`src/rtl/cpu_pkg.sv`:
```
// ============================================================================
// Module   : cpu_pkg
// Purpose  : Shared definitions for the 16-bit CPU control path: FSM state
//            encodings, opcode/opext constants, condition codes, write-back
//            select encodings and the instruction-class decode helper.
// Revision : 1.0 - initial release
// ============================================================================
`default_nettype none

package cpu_pkg;

    // FSM states; 3-bit encoding leaves codes 4-7 unused (recovered to FETCH)
    typedef enum logic [2:0] {
        S_FETCH  = 3'd0,
        S_DECODE = 3'd1,
        S_EXEC   = 3'd2,
        S_LOADWB = 3'd3
    } state_t;

    // Major opcodes (ir[15:12])
    localparam logic [3:0] c_OP_EXT   = 4'b0100;
    localparam logic [3:0] c_OP_BCOND = 4'b1100;
    localparam logic [3:0] c_OP_MOVI  = 4'b1101;
    localparam logic [3:0] c_OP_REG   = 4'b0000;

    // Extended opcodes (ir[7:4])
    localparam logic [3:0] c_OPX_LOAD  = 4'b0000;
    localparam logic [3:0] c_OPX_STOR  = 4'b0100;
    localparam logic [3:0] c_OPX_JAL   = 4'b1000;
    localparam logic [3:0] c_OPX_JCOND = 4'b1100;
    localparam logic [3:0] c_OPX_MOV   = 4'b1101;

    // Condition codes (ir[11:8])
    localparam logic [3:0] c_CC_EQ = 4'b0000;
    localparam logic [3:0] c_CC_NE = 4'b0001;
    localparam logic [3:0] c_CC_CS = 4'b0010;
    localparam logic [3:0] c_CC_CC = 4'b0011;
    localparam logic [3:0] c_CC_HI = 4'b0100;
    localparam logic [3:0] c_CC_LS = 4'b0101;
    localparam logic [3:0] c_CC_GT = 4'b0110;
    localparam logic [3:0] c_CC_LE = 4'b0111;
    localparam logic [3:0] c_CC_FS = 4'b1000;
    localparam logic [3:0] c_CC_FC = 4'b1001;
    localparam logic [3:0] c_CC_LO = 4'b1010;
    localparam logic [3:0] c_CC_HS = 4'b1011;
    localparam logic [3:0] c_CC_LT = 4'b1100;
    localparam logic [3:0] c_CC_GE = 4'b1101;
    localparam logic [3:0] c_CC_UC = 4'b1110;

    // Write-back source select
    localparam logic [1:0] c_WB_ALU = 2'd0;
    localparam logic [1:0] c_WB_MEM = 2'd1;
    localparam logic [1:0] c_WB_PC1 = 2'd2;

    typedef enum logic [2:0] {
        I_ALU   = 3'd0,
        I_BCOND = 3'd1,
        I_JCOND = 3'd2,
        I_LOAD  = 3'd3,
        I_STOR  = 3'd4,
        I_JAL   = 3'd5
    } iclass_t;

    // Anything not explicitly recognised falls into the ALU class.
    function automatic iclass_t decode_class(input logic [15:0] instr);
        iclass_t cls;
        cls = I_ALU;
        if (instr[15:12] == c_OP_BCOND) begin
            cls = I_BCOND;
        end else if (instr[15:12] == c_OP_EXT) begin
            case (instr[7:4])
                c_OPX_LOAD:  cls = I_LOAD;
                c_OPX_STOR:  cls = I_STOR;
                c_OPX_JAL:   cls = I_JAL;
                c_OPX_JCOND: cls = I_JCOND;
                default:     cls = I_ALU;
            endcase
        end
        return cls;
    endfunction

    // Moves write a register but leave the flags alone.
    function automatic logic is_move(input logic [15:0] instr);
        return (instr[15:12] == c_OP_MOVI) ||
               ((instr[15:12] == c_OP_REG) && (instr[7:4] == c_OPX_MOV));
    endfunction

endpackage

`default_nettype wire

```
`src/rtl/cpu_controller_if.sv`:
```
// ============================================================================
// Module   : cpu_controller_if
// Purpose  : Bundles the controller's memory/flag inputs and its PC, memory,
//            register-file and PSR control outputs.
//            master : controller side (drives ir and strobes)
//            slave  : datapath side (drives mem_dout and flags)
// Revision : 1.0 - initial release
// ============================================================================
`default_nettype none

interface cpu_controller_if #(
    parameter int DATA_W = 16
);
    logic [DATA_W-1:0] mem_dout;
    logic [4:0]        flags;     // {C,L,F,Z,N}
    logic [DATA_W-1:0] ir;
    logic              pc_en;
    logic              pc_branch;
    logic              pc_jump;
    logic              addr_sel;
    logic              mem_we;
    logic              reg_we;
    logic [1:0]        wb_sel;
    logic              psr_we;
    logic [2:0]        state_o;

    modport master (
        input  mem_dout, flags,
        output ir, pc_en, pc_branch, pc_jump, addr_sel,
               mem_we, reg_we, wb_sel, psr_we, state_o
    );

    modport slave (
        output mem_dout, flags,
        input  ir, pc_en, pc_branch, pc_jump, addr_sel,
               mem_we, reg_we, wb_sel, psr_we, state_o
    );
endinterface

`default_nettype wire

```
`src/rtl/cond_eval.sv`:
```
// ============================================================================
// Module   : cond_eval
// Purpose  : Combinational branch/jump condition evaluation.
// Ports    : i_cond  [3:0] condition code (ir[11:8])
//            i_flags [4:0] PSR flags {C,L,F,Z,N}
//            o_taken       condition is true
// Revision : 1.0 - initial release
// ============================================================================
`default_nettype none

module cond_eval
    import cpu_pkg::*;
(
    input  logic [3:0] i_cond,
    input  logic [4:0] i_flags,
    output logic       o_taken
);

    logic w_c, w_l, w_f, w_z, w_n;

    assign {w_c, w_l, w_f, w_z, w_n} = i_flags;

    always_comb begin
        o_taken = 1'b0;
        case (i_cond)
            c_CC_EQ: o_taken = w_z;
            c_CC_NE: o_taken = ~w_z;
            c_CC_CS: o_taken = w_c;
            c_CC_CC: o_taken = ~w_c;
            c_CC_HI: o_taken = w_l;
            c_CC_LS: o_taken = ~w_l;
            c_CC_GT: o_taken = w_n;
            c_CC_LE: o_taken = ~w_n;
            c_CC_FS: o_taken = w_f;
            c_CC_FC: o_taken = ~w_f;
            c_CC_LO: o_taken = ~w_l & ~w_z;
            c_CC_HS: o_taken = w_l | w_z;
            c_CC_LT: o_taken = ~w_n & ~w_z;
            c_CC_GE: o_taken = w_n | w_z;
            c_CC_UC: o_taken = 1'b1;
            default: o_taken = 1'b0;     // 1111: never
        endcase
    end

endmodule

`default_nettype wire

```
`src/rtl/cpu_controller.sv`:
```
// ============================================================================
// Module   : cpu_controller
// Purpose  : Multicycle sequencing FSM for the 16-bit CPU. Latches IR from
//            program memory and issues PC, memory, register-file and PSR
//            strobes. 3 cycles per instruction, 4 for LOAD.
// Ports    : clk   - system clock, rising edge
//            reset - asynchronous, active-high
//            bus   - cpu_controller_if.master (mem_dout, flags in; ir,
//                    pc_en, pc_branch, pc_jump, addr_sel, mem_we, reg_we,
//                    wb_sel, psr_we, state_o out)
// Options  : CTRL_JAL_EN - enables jump-and-link; otherwise JAL is a NOP.
// Revision : 1.0 - initial release
// ============================================================================
`default_nettype none

module cpu_controller
    import cpu_pkg::*;
#(
    parameter int DATA_W = 16,
    parameter int ADDR_W = 10
)(
    input  logic               clk,
    input  logic               reset,
    cpu_controller_if.master   bus
);

    // The PC datapath sign-extends an 8-bit displacement to ADDR_W.
    if (ADDR_W < 8) begin : g_addr_w_check
        $error("cpu_controller: ADDR_W must be at least 8");
    end

    state_t            r_state;
    state_t            w_next;
    logic [DATA_W-1:0] r_ir;
    logic [15:0]       w_instr;
    iclass_t           w_class;
    logic              w_taken;

    assign w_instr = r_ir[15:0];
    assign w_class = decode_class(w_instr);

    cond_eval u_cond_eval (
        .i_cond  (w_instr[11:8]),
        .i_flags (bus.flags),
        .o_taken (w_taken)
    );

    // State and IR registers. IR only loads at the edge ending DECODE, when
    // the synchronous memory has returned the word addressed in FETCH.
    always_ff @(posedge clk or posedge reset) begin
        if (reset) begin
            r_state <= S_FETCH;
            r_ir    <= '0;
        end else begin
            r_state <= w_next;
            if (r_state == S_DECODE) begin
                r_ir <= bus.mem_dout;
            end
        end
    end

    always_comb begin
        w_next        = S_FETCH;
        bus.pc_en     = 1'b0;
        bus.pc_branch = 1'b0;
        bus.pc_jump   = 1'b0;
        bus.addr_sel  = 1'b0;
        bus.mem_we    = 1'b0;
        bus.reg_we    = 1'b0;
        bus.wb_sel    = c_WB_ALU;
        bus.psr_we    = 1'b0;

        case (r_state)
            S_FETCH: begin
                w_next = S_DECODE;
            end
            S_DECODE: begin
                w_next = S_EXEC;
            end
            S_EXEC: begin
                w_next = S_FETCH;
                case (w_class)
                    I_BCOND: begin
                        bus.pc_en     = 1'b1;
                        bus.pc_branch = w_taken;
                    end
                    I_JCOND: begin
                        bus.pc_en   = 1'b1;
                        bus.pc_jump = w_taken;
                    end
                    I_STOR: begin
                        bus.addr_sel = 1'b1;
                        bus.mem_we   = 1'b1;
                        bus.pc_en    = 1'b1;
                    end
                    I_LOAD: begin
                        // Present Rsrc address now; data returns next cycle.
                        bus.addr_sel = 1'b1;
                        w_next       = S_LOADWB;
                    end
                    I_JAL: begin
`ifdef CTRL_JAL_EN
                        bus.reg_we  = 1'b1;
                        bus.wb_sel  = c_WB_PC1;
                        bus.pc_en   = 1'b1;
                        bus.pc_jump = 1'b1;
`else
                        bus.pc_en   = 1'b1;
`endif
                    end
                    default: begin
                        bus.reg_we = 1'b1;
                        bus.wb_sel = c_WB_ALU;
                        bus.pc_en  = 1'b1;
                        bus.psr_we = ~is_move(w_instr);
                    end
                endcase
            end
            S_LOADWB: begin
                bus.reg_we = 1'b1;
                bus.wb_sel = c_WB_MEM;
                bus.pc_en  = 1'b1;
                w_next     = S_FETCH;
            end
            default: begin
                w_next = S_FETCH;
            end
        endcase
    end

    assign bus.ir      = r_ir;
    assign bus.state_o = r_state;

endmodule

`default_nettype wire

```
`src/flat_wrapper.sv`:
```
// flat-port wrapper written by rule: the top's interface ports become plain ports
module cpu_controller_flat import cpu_pkg::*;
#(
    parameter int DATA_W = 16,
    parameter int ADDR_W = 10
)
  (clk, reset, bus_mem_dout, bus_flags, bus_ir, bus_pc_en, bus_pc_branch, bus_pc_jump, bus_addr_sel, bus_mem_we, bus_reg_we, bus_wb_sel, bus_psr_we, bus_state_o);
  cpu_controller_if #(.DATA_W(DATA_W)) bus_i ();
  input  logic clk;
  input  logic reset;
  input wire logic [$bits(bus_i.mem_dout)-1:0] bus_mem_dout;
  input wire logic [$bits(bus_i.flags)-1:0] bus_flags;
  output wire logic [$bits(bus_i.ir)-1:0] bus_ir;
  output wire logic [$bits(bus_i.pc_en)-1:0] bus_pc_en;
  output wire logic [$bits(bus_i.pc_branch)-1:0] bus_pc_branch;
  output wire logic [$bits(bus_i.pc_jump)-1:0] bus_pc_jump;
  output wire logic [$bits(bus_i.addr_sel)-1:0] bus_addr_sel;
  output wire logic [$bits(bus_i.mem_we)-1:0] bus_mem_we;
  output wire logic [$bits(bus_i.reg_we)-1:0] bus_reg_we;
  output wire logic [$bits(bus_i.wb_sel)-1:0] bus_wb_sel;
  output wire logic [$bits(bus_i.psr_we)-1:0] bus_psr_we;
  output wire logic [$bits(bus_i.state_o)-1:0] bus_state_o;
  assign bus_i.mem_dout = bus_mem_dout;
  assign bus_i.flags = bus_flags;
  assign bus_ir = bus_i.ir;
  assign bus_pc_en = bus_i.pc_en;
  assign bus_pc_branch = bus_i.pc_branch;
  assign bus_pc_jump = bus_i.pc_jump;
  assign bus_addr_sel = bus_i.addr_sel;
  assign bus_mem_we = bus_i.mem_we;
  assign bus_reg_we = bus_i.reg_we;
  assign bus_wb_sel = bus_i.wb_sel;
  assign bus_psr_we = bus_i.psr_we;
  assign bus_state_o = bus_i.state_o;
  cpu_controller #(.DATA_W(DATA_W), .ADDR_W(ADDR_W)) u_core (.clk(clk), .reset(reset), .bus(bus_i));
endmodule
```
`config.mk`:
```
export PLATFORM = sky130hd
export DESIGN_NAME = cpu_controller_flat
export DESIGN_NICKNAME = d
export VERILOG_FILES = /design/src/rtl/cpu_pkg.sv /design/src/rtl/cpu_controller_if.sv /design/src/rtl/cond_eval.sv /design/src/rtl/cpu_controller.sv /design/src/flat_wrapper.sv
export SDC_FILE = /design/constraint.sdc
export NUM_CORES = 1
export LEC_CHECK = 0
export ABC_CLOCK_PERIOD_IN_PS = 2350
export CORE_MARGIN = 3
export CORE_UTILIZATION = 53
export CTS_CLUSTER_SIZE = 20
export DETAILED_ROUTE_END_ITERATION = 16
export DONT_BUFFER_PORTS = 1
export GPL_TIMING_DRIVEN = 0
export PLACE_DENSITY = 0.74
export SYNTH_ARGS = -nofsm -noshare
export SYNTH_HDL_FRONTEND = slang
export SYNTH_SLANG_ARGS = --single-unit
```
`constraint.sdc`:
```
create_clock -name clk -period 2.35 [get_ports clk]
set_input_delay 0.5875 -clock clk [delete_from_list [all_inputs] [get_ports clk]]
set_output_delay 0.5875 -clock clk [all_outputs]
set_load 0.02 [all_outputs]
```
==> impl_metrics.json <==
{
  "status": "finished, violations left",
  "violations": "negative setup slack",
  "yosysTopAreaCell": "dfrtp_1",
  "max_slew_margin": 0.558,
  "slew_violations": 0,
  "grt_max_degree": 19,
  "fp-row-count": 15,
  "drt_iter0_drc": 23,
  "grt_pass1_wl_um": 3600,
  "cts.path.max_buffers": 2,
  "max_stage_delay_ns": 0.55,
  "rsz0062_at_grt": "true",
  "syn_area_per_cell_um2": 10.8,
  "synth_flop_cell": "dfrtp_1",
  "synth_cell_types": 36,
  "crit_chain": "inv_2 > or4b_4 > a31oi_4 > o311a_4",
  "final_cell_count_no_fill": 126,
  "drive_gt1_frac": 0.525,
  "gr-usage-all-layers": 0.196,
  "setup_viol_count_final": 2,
  "netlist_area_um2": 1000,
  "core_um2": 1760,
  "cts_buffers": 3,
  "fin_crit_sh": 1.04,
  "p_leak_nw": 0.467,
  "post-route-util": 0.670,
  "area_growth_pct": 17.8,
  "nets": 125,
  "cp_slowest_cell": "or4b_4",
  "irDropWorstVdd_mv": 0.808,
  "root_buffer": "clkbuf_4",
  "ctsHoldBuffers": 0,
  "dp.final_hpwl_um": 1530,
  "fillers": 152,
  "min_period_ns": 2.45,
  "routed_wl_um": 2220,
  "start_kind": "flip-flop",
  "fin_ws_ns": -0.0995,
  "vias": 729,
  "path_clk_slew_ns": 0.10,
  "postPlaceCellArea_um2": 1040,
  "ys_ff_latch": 18,
  "place_congestion": 0.753,
  "dpl.cell_count": 119,
  "grt_pass1_vias": 774,
  "cap_viol_max_count": 0,
  "power_density_nw_per_um2": 1590,
  "synth_edf_count": 0,
  "crit_buf_inv": 1,
  "setup-tns-final_ns": -0.189,
  "clkLatencyLatePin_ns": 0.30,
  "clock.fmax_ghz": 0.408,
  "antenna_found_initial": 0,
  "fin_total_pwr_mw": 1.88,
  "cp_top_family": "simple AND/OR/NAND/NOR gates",
  "fin_skew_ns": 0.000789,
  "yosysTopAreaCellShare": 0.449,
  "path_max_fanout": 9,
  "postSynthCellCount": 93,
  "async_reset_ff_frac": 1.00,
  "crit_type": "flip-flop to output port",
  "layout_common_cells": "mux2_2, dfrtp_1, dfrtp_2, nor2_1",
  "arrival_ns": 1.86,
  "die_h_um": 49.5,
  "route.detailed.drc": 0,
  "antenna-diode-count": 0,
  "synth_area_leaders": "dfrtp_1, mux2_2, nor2_1",
  "overflow": 0,
  "layout_commonest_cell": "mux2_2",
  "clock_sinks": 18,
  "preCtsSetupSlack_ns": 0.0426,
  "cp_data_required_time_ns": 1.76,
  "ant_nets": 0,
  "via_per_inst": 5.79,
  "end_kind": "output port",
  "holdWs_ns": 0.256,
  "port_buffers": 0,
  "hold_viol": 0,
  "wl_per_cell_um": 17.6,
  "die_x_um": 49.5,
  "ctsHtreeMaxLevel": 1,
  "hp-class": "input pin to async pin",
  "stdcell_area_um2": 1180,
  "dr.pass1.iters": 4,
  "die_area_um2": 2450,
  "cts_tree": "yes",
  "io_pins": 51,
  "start_util": 0.569,
  "yosysSeqAreaShare": 0.449,
  "worst_pin_slew_ns": 0.663,
  "synth_warnings": 0
}
[timing repair]
action,4_1_cts,5_1_grt
buffers inserted,2,0
resized for setup,18,8
pin swaps,4,2
setup endpoints to repair,4,5
gates cloned,1,0
[state kept, by name (all words and copies together), names as in the netlist]
| name | cells |
|---|---|
| u_core.bus.ir | 16 |
| u_core.bus.state_o | 2 |
[Yosys cell counts (2+ instances only)]
cell       n
nor3_1     2
dfrtp_1   18
buf_2      3
nor2_1     7
nand3_1    2
buf_4      3
o21a_1     2
nand2b_1   2
nand2_1    4
o21ai_0    4
xnor2_1    3
a21oi_1    2
and2_1     3
mux2_2    16
[final timing paths]
check,startpoint,to,slack [ns],cells after the start
max,u_core.bus.ir[10]$_DFFE_PP0N_,bus_pc_branch,-0.1,4
max reg2reg,u_core.bus.state_o[1]$_DFF_PP0_,u_core.bus.ir[13]$_DFFE_PP0N_,0.63,4
max in group asynchronous,reset,u_core.bus.ir[15]$_DFFE_PP0N_,1.63,1
min reg2reg,u_core.bus.ir[5]$_DFFE_PP0N_,u_core.bus.ir[5]$_DFFE_PP0N_,0.66,1
min in group clk,bus_mem_dout[2],u_core.bus.ir[2]$_DFFE_PP0N_,0.43,1
min,reset,u_core.bus.ir[1]$_DFFE_PP0N_,0.26,1
[worst register-to-register path, cell delays in order, from the launching register on]
cell and delay (ns):
dfrtp_1 0.58, nand2b_1 0.15, buf_2 0.22, buf_2 0.29
mux2_2 0.38
[kinds of logic after synthesis]
| logic type | after synthesis | share of synthesized area |
|---|---|---|
| compound gates | 14 | 0.102 |
| mux | 17 | 0.190 |
| simple gates | 30 | 0.171 |
| xor+xnor | 4 | 0.0349 |
| flops | 18 | 0.449 |
| buf+inv | 9 | 0.0499 |
| other cells | 1 | 0.00374 |
[cell type report]
cell class	instances	area (um2)	share of cell area
Clock buffer	4	36.3	0.0307
Inverter	2	7.51	0.00635
Buffer	7	61.3	0.0519
Sequential cell	18	460	0.389
Timing Repair Buffer	3	20.0	0.0169
Tap cell	25	31.3	0.0265
Multi-Input combinational cell	67	566	0.478
[report_power, final]
| part | internal [mW] | total [mW] | leakage (nW) | switching [mW] |
|---|---|---|---|---|
| clock | 0.0947 | 0.191 | 0.0210 | 0.0965 |
| combinational | 0.423 | 0.783 | 0.243 | 0.360 |
| sequential | 0.482 | 0.901 | 0.203 | 0.419 |
| total | 1.00 | 1.88 | 0.467 | 0.876 |
[per-layer routing]
| metal | track usage | share of wire | up-vias |
|---|---|---|---|
| met4 | 0.111 | 0.023 | 0 |
| li1 | - | - | 341 |
| met3 | 0.0574 | 0.092 | 4 |
| met5 | 0 | 0 | - |
| met2 | 0.321 | 0.51 | 30 |
| met1 | 0.229 | 0.37 | 354 |
(Power assumes the default switching activity.)
